--- src/rtl/game_sprite_control.sv ---
// Per-sprite position/velocity engine: loads on strobes, moves on a
// free-running motion tick, reports on-screen status and a registered pixel hit.
module game_sprite_control #(
    parameter int X_WIDTH          = 10,
    parameter int Y_WIDTH          = 10,
    parameter int DX_WIDTH         = 2,
    parameter int DY_WIDTH         = 2,
    parameter int SCREEN_WIDTH     = 640,
    parameter int SCREEN_HEIGHT    = 480,
    parameter int SPRITE_WIDTH     = 8,
    parameter int SPRITE_HEIGHT    = 8,
    parameter int STROBE_DIV_WIDTH = 22
) (
    input  logic                clk,
    input  logic                reset,
    input  logic                sprite_write_xy,
    input  logic                sprite_write_dxy,
    input  logic [X_WIDTH-1:0]  sprite_write_x,
    input  logic [Y_WIDTH-1:0]  sprite_write_y,
    input  logic [DX_WIDTH-1:0] sprite_write_dx,
    input  logic [DY_WIDTH-1:0] sprite_write_dy,
    input  logic                sprite_enable_update,
    input  logic [X_WIDTH-1:0]  pixel_x,
    input  logic [Y_WIDTH-1:0]  pixel_y,
    output logic [X_WIDTH-1:0]  sprite_x,
    output logic [Y_WIDTH-1:0]  sprite_y,
    output logic                sprite_within_screen,
    output logic                sprite_pixel_hit
);

    localparam logic [X_WIDTH-1:0] X_MAX  = X_WIDTH'(SCREEN_WIDTH - SPRITE_WIDTH);
    localparam logic [Y_WIDTH-1:0] Y_MAX  = Y_WIDTH'(SCREEN_HEIGHT - SPRITE_HEIGHT);
    localparam logic [X_WIDTH-1:0] X_SPAN = X_WIDTH'(SPRITE_WIDTH);
    localparam logic [Y_WIDTH-1:0] Y_SPAN = Y_WIDTH'(SPRITE_HEIGHT);

    logic [X_WIDTH-1:0]          x_q, x_d;
    logic [Y_WIDTH-1:0]          y_q, y_d;
    logic [DX_WIDTH-1:0]         dx_q, dx_d;
    logic [DY_WIDTH-1:0]         dy_q, dy_d;
    logic [STROBE_DIV_WIDTH-1:0] cnt_q, cnt_d;
    logic                        hit_q, hit_d;

    logic                        tick;
    logic [X_WIDTH-1:0]          dx_ext;
    logic [Y_WIDTH-1:0]          dy_ext;
    logic [X_WIDTH-1:0]          rel_x;
    logic [Y_WIDTH-1:0]          rel_y;

    always_comb begin
        cnt_d  = cnt_q + STROBE_DIV_WIDTH'(1);
        tick   = &cnt_q;
        dx_ext = {{(X_WIDTH - DX_WIDTH){dx_q[DX_WIDTH-1]}}, dx_q};
        dy_ext = {{(Y_WIDTH - DY_WIDTH){dy_q[DY_WIDTH-1]}}, dy_q};

        dx_d = dx_q;
        dy_d = dy_q;
        if (sprite_write_dxy) begin
            dx_d = sprite_write_dx;
            dy_d = sprite_write_dy;
        end

        // Motion uses the old velocity; a load beats a move on the same edge.
        x_d = x_q;
        y_d = y_q;
        if (sprite_write_xy) begin
            x_d = sprite_write_x;
            y_d = sprite_write_y;
        end else if (sprite_enable_update && tick) begin
            x_d = x_q + dx_ext;
            y_d = y_q + dy_ext;
        end

        // Modulo differences make pixels left/above the sprite look huge.
        rel_x = pixel_x - x_q;
        rel_y = pixel_y - y_q;
        hit_d = (rel_x < X_SPAN) && (rel_y < Y_SPAN);
    end

    always_ff @(posedge clk or posedge reset) begin
        if (reset) begin
            x_q   <= '0;
            y_q   <= '0;
            dx_q  <= '0;
            dy_q  <= '0;
            cnt_q <= '0;
            hit_q <= 1'b0;
        end else begin
            x_q   <= x_d;
            y_q   <= y_d;
            dx_q  <= dx_d;
            dy_q  <= dy_d;
            cnt_q <= cnt_d;
            hit_q <= hit_d;
        end
    end

    assign sprite_x             = x_q;
    assign sprite_y             = y_q;
    assign sprite_within_screen = (x_q <= X_MAX) && (y_q <= Y_MAX);
    assign sprite_pixel_hit     = hit_q;

endmodule

--- config.mk ---
export PLATFORM = sky130hd
export DESIGN_NAME = game_sprite_control
export DESIGN_NICKNAME = d
export VERILOG_FILES = /design/src/rtl/game_sprite_control.sv
export SDC_FILE = /design/constraint.sdc
export NUM_CORES = 1
export LEC_CHECK = 0
export CORE_ASPECT_RATIO = 1.1
export CORE_MARGIN = 2
export CORE_UTILIZATION = 55
export DETAILED_ROUTE_END_ITERATION = 10
export PLACE_DENSITY_LB_ADDON = 0.12
export SLEW_MARGIN = 5
export SYNTH_ARGS = -nofsm -noshare
export SYNTH_HDL_FRONTEND = slang
export SYNTH_SLANG_ARGS = --single-unit
--- constraint.sdc ---
create_clock -name clk -period 6.7 [get_ports clk]
set_clock_uncertainty 0.2 [all_clocks]
set_input_delay 2.01 -clock clk [delete_from_list [all_inputs] [get_ports clk]]
set_output_delay 2.01 -clock clk [all_outputs]
set_load 0.005 [all_outputs]
==> out/metrics.csv, run 1 <==
metric,value,unit
status,finished clean,
total power,0.7997,mW
Placed Cells,523,
CP required,4.49,ns
Setup crit end kind,primary output,
"Clk pin slew, worst setup/hold paths",0.09,ns
CP startpoint kind,register,
"non-filler cells, final",531,
Flop pwr share,0.400,
hold buffers post-CTS,0,
DRT iter0 DRCs,153,
ranking of synthesized cells by area,"dfrtp_1 (34%), ha_1 (13%), xnor2_1 (6.1%), a21oi_1 (3.9%), nand2_1 (3.7%)",
final WL,7589,um
CTS Buf Count,5,
Net Sw Frac,0.3057,
vias in the first global route,2859,
final setup vio count,0,
main combinational cell family by area after synthesis,simple AND/OR/NAND/NOR gates,
"most common cell after layout, fill and taps aside",clkdlybuf4s50_1,
critical path type,register to primary output,
post-synthesis register bit count,47,
layout cells sized above 1,0.06430,
ys flop type,dfrtp_1,
IO Port Bufs,70,
Yosys Warn Count,0,
Post-synth EDFFs,0,
RSZ-0062 raised after global routing,no,
mux contribution to synthesized area,0.03912,
Root Driver,clkbuf_8,
crit path to,sprite_within_screen,
Area Growth Syn to Fin,25.57,%
CP Data Arrival Time,2.09,ns
post_cts resized,0,
Placement Rows,30,
area of the core,6118,sq um
clock tree buffer depth,2,
beginning of the critical path,sprite_y[4],
M2 GR Usage,0.3927,
slew margin rel.,0.3456,
synth unique cells,54,
Synth Area in Simple Gates,0.1920,
Int Power,0.5552,mW
TritonCTS clock tree,built,
Setup WS post-layout,2.397,ns
fin util,0.7090,
Die Ht,87.12,um
MaxCap Viol Count,0,
Worst Reg2Reg Path Length in Cells,9,
Via density,5.484,
antenna violations before repair,0,
Net Sw Power,0.2445,mW
Post-Syn Area per Cell,9.091,sq um
DP Wirelength,5728,um
Crit Reg-Reg Startpoint,dx_q[1],
# DRC,0,
DR vias,2912,
"Clk Latency, worst-skew pair",0.30,ns
# nets final,536,
Fin. Hold Viols,0,
most frequent cells in the layout,"clkdlybuf4s50_1 (70), dfrtp_1 (47), ha_1 (35)",
met1 GRT Util,0.3001,
post-route minimum period,4.303,ns
Clock power frac,0.280,
CTS H-Tree Depth,2,
gpl congestion,0.8696,
wire per inst,14.29,um
GR Util met3,0.04564,
XOR/XNOR share of the synthesized area,0.09127,
maximum vdd ir drop,0.1430,mV
Synth Area in Adders,0.1384,
post-synth net total,466,
largest net degree at the start of global routing,48,
fin crit share,0.6422,
# Post-CTS Setup Buffers,0,
CP max FO,5,
Hold Crit Depth,1,
Peak Freq,0.2324,GHz
worst reg2reg path endpoint,sprite_x[8],
first-pass GRT wire length,12650,um
DRT antenna net count,0,
Synth Area in Compound Gates,0.1528,
PwrDens,184.4,nW/um^2
TritonRoute pass-1 iters,4,
Clock Sink Count,47,
GR peak layer,met2,
Pins Over Slew Limit,0,
DP Worst Slack,2.386,ns
"setup slack, reg-to-reg",4.04,ns
min-delay worst type,register to register,
Synth area leader,dfrtp_1,
ANT cells,0,
Worst Tran Pin Value,0.9802,ns
P_leak,2.004,nW
IO Pins,71,
worst hold path startpoint,cnt_q[21],
Initial Util,0.5646,
global-route usage over all layers,0.2307,
Syn Inst Count,380,
post-synthesis async set-or-reset flop share,1.000,
Die X,79.57,um
synthesized area,3455,sq um
setup tns final,0,ns
top-area cell type share of the netlist area,0.3405,
GRT overflow,0,
Combinational Power Share,0.320,
DIE AREA,6932,sq um
"Seq/Total Area, Yosys",0.3405,
==> how the worst min path moves through the flow <==
stage               slack (ns)         to
floorplan                 0.24  cnt_q[14]
global placement          0.25  cnt_q[14]
detailed placement        0.26  cnt_q[10]
CTS                       0.27  cnt_q[10]
global route              0.29  cnt_q[21]
finish                    0.27  cnt_q[21]
==> worst max-delay path: stages, from the launching register on <==
cell	delay, ns
dfrtp_1	0.45
o311ai_0	0.17
a2111oi_0	0.60
a211oi_1	0.10
clkdlybuf4s50_1	0.47
==> kinds of logic after synthesis <==
kind of cell             Yosys count
AO/OA/AOI/OAI                     86
adder cells (fa/ha/maj)           37
flip-flops                        47
AND/OR/NAND/NOR                  123
buffers and inverters             38
XOR/XNOR                          36
multiplexers                      13
==> synthesized netlist by cell type (2+ instances only) <==
library cell	number
nor2b_1	6
mux2_2	4
a31oi_1	7
nor2_2	2
o21ai_1	17
nand2_1	34
xor2_1	12
inv_1	30
and2_1	3
nor4_2	2
nand2b_1	5
a211oi_1	2
mux2i_1	9
clkbuf_1	5
a21oi_1	27
nand3_1	15
o31ai_1	3
a21o_1	7
dfrtp_1	47
nor3_1	13
or2_2	2
buf_6	2
nand4_1	7
ha_1	35
o21ai_0	8
nor3b_2	2
nor2_1	15
a41o_1	2
xnor2_1	24
and3_1	8
fa_1	2
==> metrics by stage <==
step	hold slack, ns	cell area [sq um]
after floorplan	0.2380	3455
after global routing	0.2877	4338
after CTS	0.2733	4338
after detailed placement	0.2585	4217
final	0.2692	4338
after global placement	0.2541	4217
==> registers in the layout, summed over array words and instances, names as in the netlist <==
name,count
dx_q,2
sprite_y,10
cnt_q,22
sprite_pixel_hit,1
sprite_x,10
dy_q,2
==> final cells by class <==
type                            count  area, sq um
Multi-Input combinational cell    295         2120
Fill cell                         465         1780
Sequential cell                    47         1176
Timing Repair Buffer               71        708.2
Inverter                           30        112.6
Tap cell                           80        100.1
Clock buffer                        6        82.58
Clock inverter                      2        38.79
==> power groups by stage <==
stage          combinational (mW)  sequential [mW]  clock (mW)
2_1_floorplan               0.169            0.320           0
3_3_place_gp                0.249            0.325           0
3_5_place_dp                0.255            0.325           0
4_1_cts                     0.257            0.320       0.228
5_1_grt                     0.287            0.323       0.241
6_report                    0.256            0.320       0.224
==> per-layer routing <==
| layer | wire (um) | share of wire | vias up |
|---|---|---|---|
| met5 | 0 | 0 | - |
| met2 | 3671 | 0.48 | 58 |
| li1 | - | - | 1488 |
| met1 | 3522 | 0.46 | 1360 |
| met4 | 77 | 0.010 | 0 |
| met3 | 317 | 0.042 | 6 |
(Power assumes the default switching activity.)
==> run 2, diff against run 1 <==
--- a/config.mk
+++ b/config.mk
@@ -7,7 +7,7 @@
 export LEC_CHECK = 0
 export CORE_ASPECT_RATIO = 1.1
 export CORE_MARGIN = 2
-export CORE_UTILIZATION = 55
+export CORE_UTILIZATION = 52
 export DETAILED_ROUTE_END_ITERATION = 10
 export PLACE_DENSITY_LB_ADDON = 0.12
 export SLEW_MARGIN = 5
==> constraint.sdc (replaced) <==
create_clock -name clk -period 4.3 [get_ports clk]
set_clock_uncertainty 0.2 [all_clocks]
set_input_delay 1.29 -clock clk [delete_from_list [all_inputs] [get_ports clk]]
set_output_delay 1.29 -clock clk [all_outputs]
set_load 0.005 [all_outputs]
==> out/metrics.csv, run 2 (synthesized netlist as in run 1, its figures left out) <==
metric,value,unit
Initial Util,0.5301,
global-route usage over all layers,0.2148,
dpl cell area,4219,sq um
CP startpoint kind,register,
"Max stage delay cell, worst path",a2111oi_0,
# nets final,536,
first-pass GRT wire length,12140,um
clock tree buffer depth,2,
Via density,5.454,
CTS H-Tree Depth,2,
Fin. Hold Viols,0,
Peak Freq,0.2762,GHz
post_cts resized,0,
Buf/Inv on CP,1,
final WL,7544,um
TritonRoute pass-1 iters,4,
"most common cell after layout, fill and taps aside",clkdlybuf4s50_1,
Root Driver,clkbuf_8,
Area Growth Syn to Fin,25.14,%
Top reg by flops,cnt_q,
slew margin rel.,0.3553,
P_leak,1.993,nW
status,finished clean,
total area of sequential cells,1176,sq um
# DRC,0,
Multi-input gate area,2120,sq um
vias in the first global route,2691,
DIE AREA,7312,sq um
crit path cell chain,o311ai_0 -> a2111oi_0 -> a211oi_1 -> clkdlybuf4s50_1,
Clock Sink Count,47,
DRT antenna net count,0,
# Post-CTS Setup Buffers,0,
TritonCTS clock tree,built,
maximum vdd ir drop,0.2218,mV
RSZ-0062 raised after global routing,no,
fin crit share,0.8419,
DP Wirelength,5722,um
Pins Over Slew Limit,0,
fin area,4323,sq um
Worst Tran Pin Value,0.9656,ns
"setup slack, reg-to-reg",1.68,ns
MaxCap Viol Count,0,
"Clk pin slew, worst setup/hold paths",0.09,ns
Die X,81.72,um
DRT iter0 DRCs,82,
hold buffers post-CTS,0,
critical path type,register to primary output,
Placed Cells,525,
crit-path leading delay family,compound AO/OA/AOI/OAI gates,
DR vias,2907,
CP required,2.81,ns
final setup vio count,0,
GRT overflow,0,
area of the core,6516,sq um
"Clk Latency, worst-skew pair",0.30,ns
CTS Buf Count,5,
IO Pins,71,
Largest register FFs,22,
CP max FO,5,
ANT cells,0,
gpl congestion,0.8502,
Die Ht,89.49,um
layout cells sized above 1,0.06430,
CP Data Arrival Time,2.13,ns
min-delay worst type,register to register,
total power,1.196,mW
Setup crit end kind,primary output,
post-route minimum period,3.620,ns
Hold WS,0.2687,ns
wire per inst,14.15,um
setup tns final,0,ns
slowest cell delay on critical path,0.63,ns
largest net degree at the start of global routing,48,
antenna violations before repair,0,
PwrDens,276.7,nW/um^2
most frequent cells in the layout,"clkdlybuf4s50_1 (70), dfrtp_1 (47), ha_1 (35)",
"non-filler cells, final",533,
Fillers,565,
IO Port Bufs,70,
Placement Rows,31,
run 2: worst reg2reg max path, stage by stage (launching register included):
cell,delay (ns)
dfrtp_1,0.58
ha_1,0.30
a21o_1,0.20
a41oi_1,0.26
nand3_1,0.15
a41o_1,0.27
xnor2_1,0.13
or3_1,0.31
a31oi_1,0.16
run 2: worst paths after layout:
path                             start  cells past startpoint                   end
max                        sprite_y[4]                      4  sprite_within_screen
min                          cnt_q[21]                      1             cnt_q[21]
max reg2reg                    dy_q[1]                      8           sprite_y[9]
min reg2reg                  cnt_q[21]                      1             cnt_q[21]
max in group asynchronous        reset                      2               dy_q[1]
min in group asynchronous        reset                      2              cnt_q[7]
run 2: metrics by stage:
step                      worst slack [ns]    util
after CTS                           0.6596  0.6634
after floorplan                      1.222       -
after detailed placement            0.6847  0.6475
after global placement              0.7321  0.6475
final                               0.6799  0.6634
after global routing                0.5293  0.6634
run 2: cell type report:
cell class                      instances  area share
Clock buffer                            7     0.02229
Timing Repair Buffer                   71      0.1638
Multi-Input combinational cell        295      0.4903
Sequential cell                        47      0.2721
Tap cell                               82     0.02373
Inverter                               30     0.02605
Clock inverter                          1    0.001737
run 2: metal layers:
metal | up-vias | track usage | wire (um)
li1 | 1490 | - | -
met1 | 1360 | 0.2848 | 3506
met2 | 52 | 0.3681 | 3621
met3 | 5 | 0.02727 | 321
met4 | 0 | 0.06364 | 95
met5 | - | 0 | 0
run 2: power by group:
| group | internal (mW) | total [mW] | switching, mW |
|---|---|---|---|
| Sequential | 0.463 | 0.499 | 0.0361 |
| Clock | 0.146 | 0.299 | 0.153 |
| Combinational | 0.211 | 0.398 | 0.187 |
| Total | 0.820 | 1.20 | 0.376 |
==> run 3, diff against run 2 <==
==> constraint.sdc (replaced) <==
create_clock -name clk -period 3.6 [get_ports clk]
set_clock_uncertainty 0.2 [all_clocks]
set_input_delay 1.08 -clock clk [delete_from_list [all_inputs] [get_ports clk]]
set_output_delay 1.08 -clock clk [all_outputs]
set_load 0.005 [all_outputs]
==> out/metrics.csv, run 3 (synthesized netlist as in run 1, its figures left out) <==
metric,value,unit
status,finished clean,
CP Data Arrival Time,2.12,ns
ANT cells,0,
IO Port Bufs,70,
Setup crit end kind,primary output,
worst reg2reg path endpoint,sprite_y[9],
"non-filler cells, final",535,
RSZ-0062 raised after global routing,no,
Hold Crit Depth,1,
crit path cell chain,o311ai_0 -> a2111oi_0 -> a211oi_1 -> clkdlybuf4s50_1,
largest net degree at the start of global routing,38,
Fin. Hold Viols,0,
DP Wirelength,5762,um
Worst Hold End,cnt_q[21],
slew margin rel.,0.6136,
TritonCTS clock tree,built,
post-route minimum period,3.399,ns
vias in the first global route,2742,
Largest register FFs,22,
Root Driver,clkbuf_8,
P_leak,2.005,nW
final WL,7779,um
clock tree buffer depth,2,
Die Ht,89.49,um
most frequent cells in the layout,"clkdlybuf4s50_1 (70), dfrtp_1 (47), ha_1 (35)",
global-route usage over all layers,0.2200,
min-delay worst type,register to register,
"setup slack, reg-to-reg",0.92,ns
Placed Cells,527,
GRT overflow,0,
final setup vio count,0,
worst hold path startpoint,cnt_q[21],
gpl congestion,0.8630,
Top reg by flops,cnt_q,
wire per inst,14.54,um
DIE AREA,7312,sq um
CTS Buf Count,5,
Placement Rows,31,
post_cts resized,0,
slowest cell delay on critical path,0.53,ns
CP required,2.32,ns
Clock Sink Count,47,
CTS H-Tree Depth,2,
maximum vdd ir drop,0.2292,mV
PwrDens,327.2,nW/um^2
CP max FO,5,
CP startpoint kind,register,
DRT antenna net count,0,
Crit Reg-Reg Startpoint,dy_q[1],
area of the core,6516,sq um
DR vias,2970,
first-pass GRT wire length,12480,um
Via density,5.551,
layout cells sized above 1,0.06623,
IO Pins,71,
MaxCap Viol Count,0,
"Clk pin slew, worst setup/hold paths",0.09,ns
# Post-CTS Setup Buffers,0,
antenna violations before repair,0,
"Max stage delay cell, worst path",clkdlybuf4s50_1,
"Clk Latency, worst-skew pair",0.31,ns
DRT iter0 DRCs,202,
# nets final,538,
Die X,81.72,um
Worst Reg2Reg Path Length in Cells,8,
critical path type,register to primary output,
Worst Tran Pin Value,0.5649,ns
Pins Over Slew Limit,0,
fin crit share,0.9441,
TritonRoute pass-1 iters,4,
setup tns final,0,ns
"most common cell after layout, fill and taps aside",clkdlybuf4s50_1,
Peak Freq,0.2942,GHz
Area Growth Syn to Fin,25.68,%
# DRC,0,
Initial Util,0.5301,
hold buffers post-CTS,0,
## run 3: changes by cell type in the layout (fill, tap and decap cells not counted), sizes merged
cell,previous run,this run
clkinvlp,1,0
buf,1,3
clkinv,0,1
## run 3: worst max path at each step
| stage | cells past startpoint | end | from | slack, ns |
|---|---|---|---|---|
| 6_report | 4 | sprite_within_screen | sprite_y[1] | 0.20 |
| 5_1_grt | 4 | sprite_within_screen | sprite_y[2] | 0.12 |
| 4_1_cts | 4 | sprite_within_screen | sprite_y[4] | 0.18 |
| 3_5_place_dp | 9 | sprite_pixel_hit | pixel_y[2] | 0.18 |
| 3_3_place_gp | 9 | sprite_pixel_hit | pixel_y[2] | 0.24 |
| 2_1_floorplan | 8 | sprite_pixel_hit | pixel_y[2] | 0.73 |
## run 3: per-stage QoR
stage / area [sq um] / setup slack, ns / utilization / hold WS [ns] / power, mW
final: 4342 / 0.2011 / 0.6663 / 0.2695 / 1.421
after global routing: 4342 / 0.1231 / 0.6663 / 0.2824 / 1.518
after floorplan: 3455 / 0.7322 / - / 0.2380 / 0.9090
after detailed placement: 4247 / 0.1764 / 0.6517 / 0.2556 / 1.085
after global placement: 4247 / 0.2382 / 0.6517 / 0.2522 / 1.073
after CTS: 4342 / 0.1815 / 0.6663 / 0.2724 / 1.432
## run 3: per-layer routing
layer	vias up	part of all wire	wire [um]	track usage
met4	0	0.010	81	0.06212
met3	6	0.040	308	0.03434
met1	1412	0.46	3610	0.2978
met5	-	0	0	0
li1	1494	-	-	-
met2	58	0.49	3778	0.3666
## run 3: final cells by class
type	count	area, sq um
fill	528	2175
multi-input combinational	295	2120
sequential	47	1176
timing repair buffer	73	735.7
inverter	30	112.6
tap	82	102.6
clock buffer	7	86.33
clock inverter	1	8.758
## run 3: critical path: cells and delay by family, from the launching register on
kind                   cells  cell delay [ns]
AOI/OAI and AO/OA          3             0.85
buffers and inverters      1             0.53
DFF                        1             0.43
## run 3: power by group
part	switching, mW	leakage (nW)	total [mW]	internal [mW]
clock network	0.185	0.0484	0.343	0.158
logic	0.227	1.36	0.482	0.256
registers	0.0425	0.596	0.595	0.553
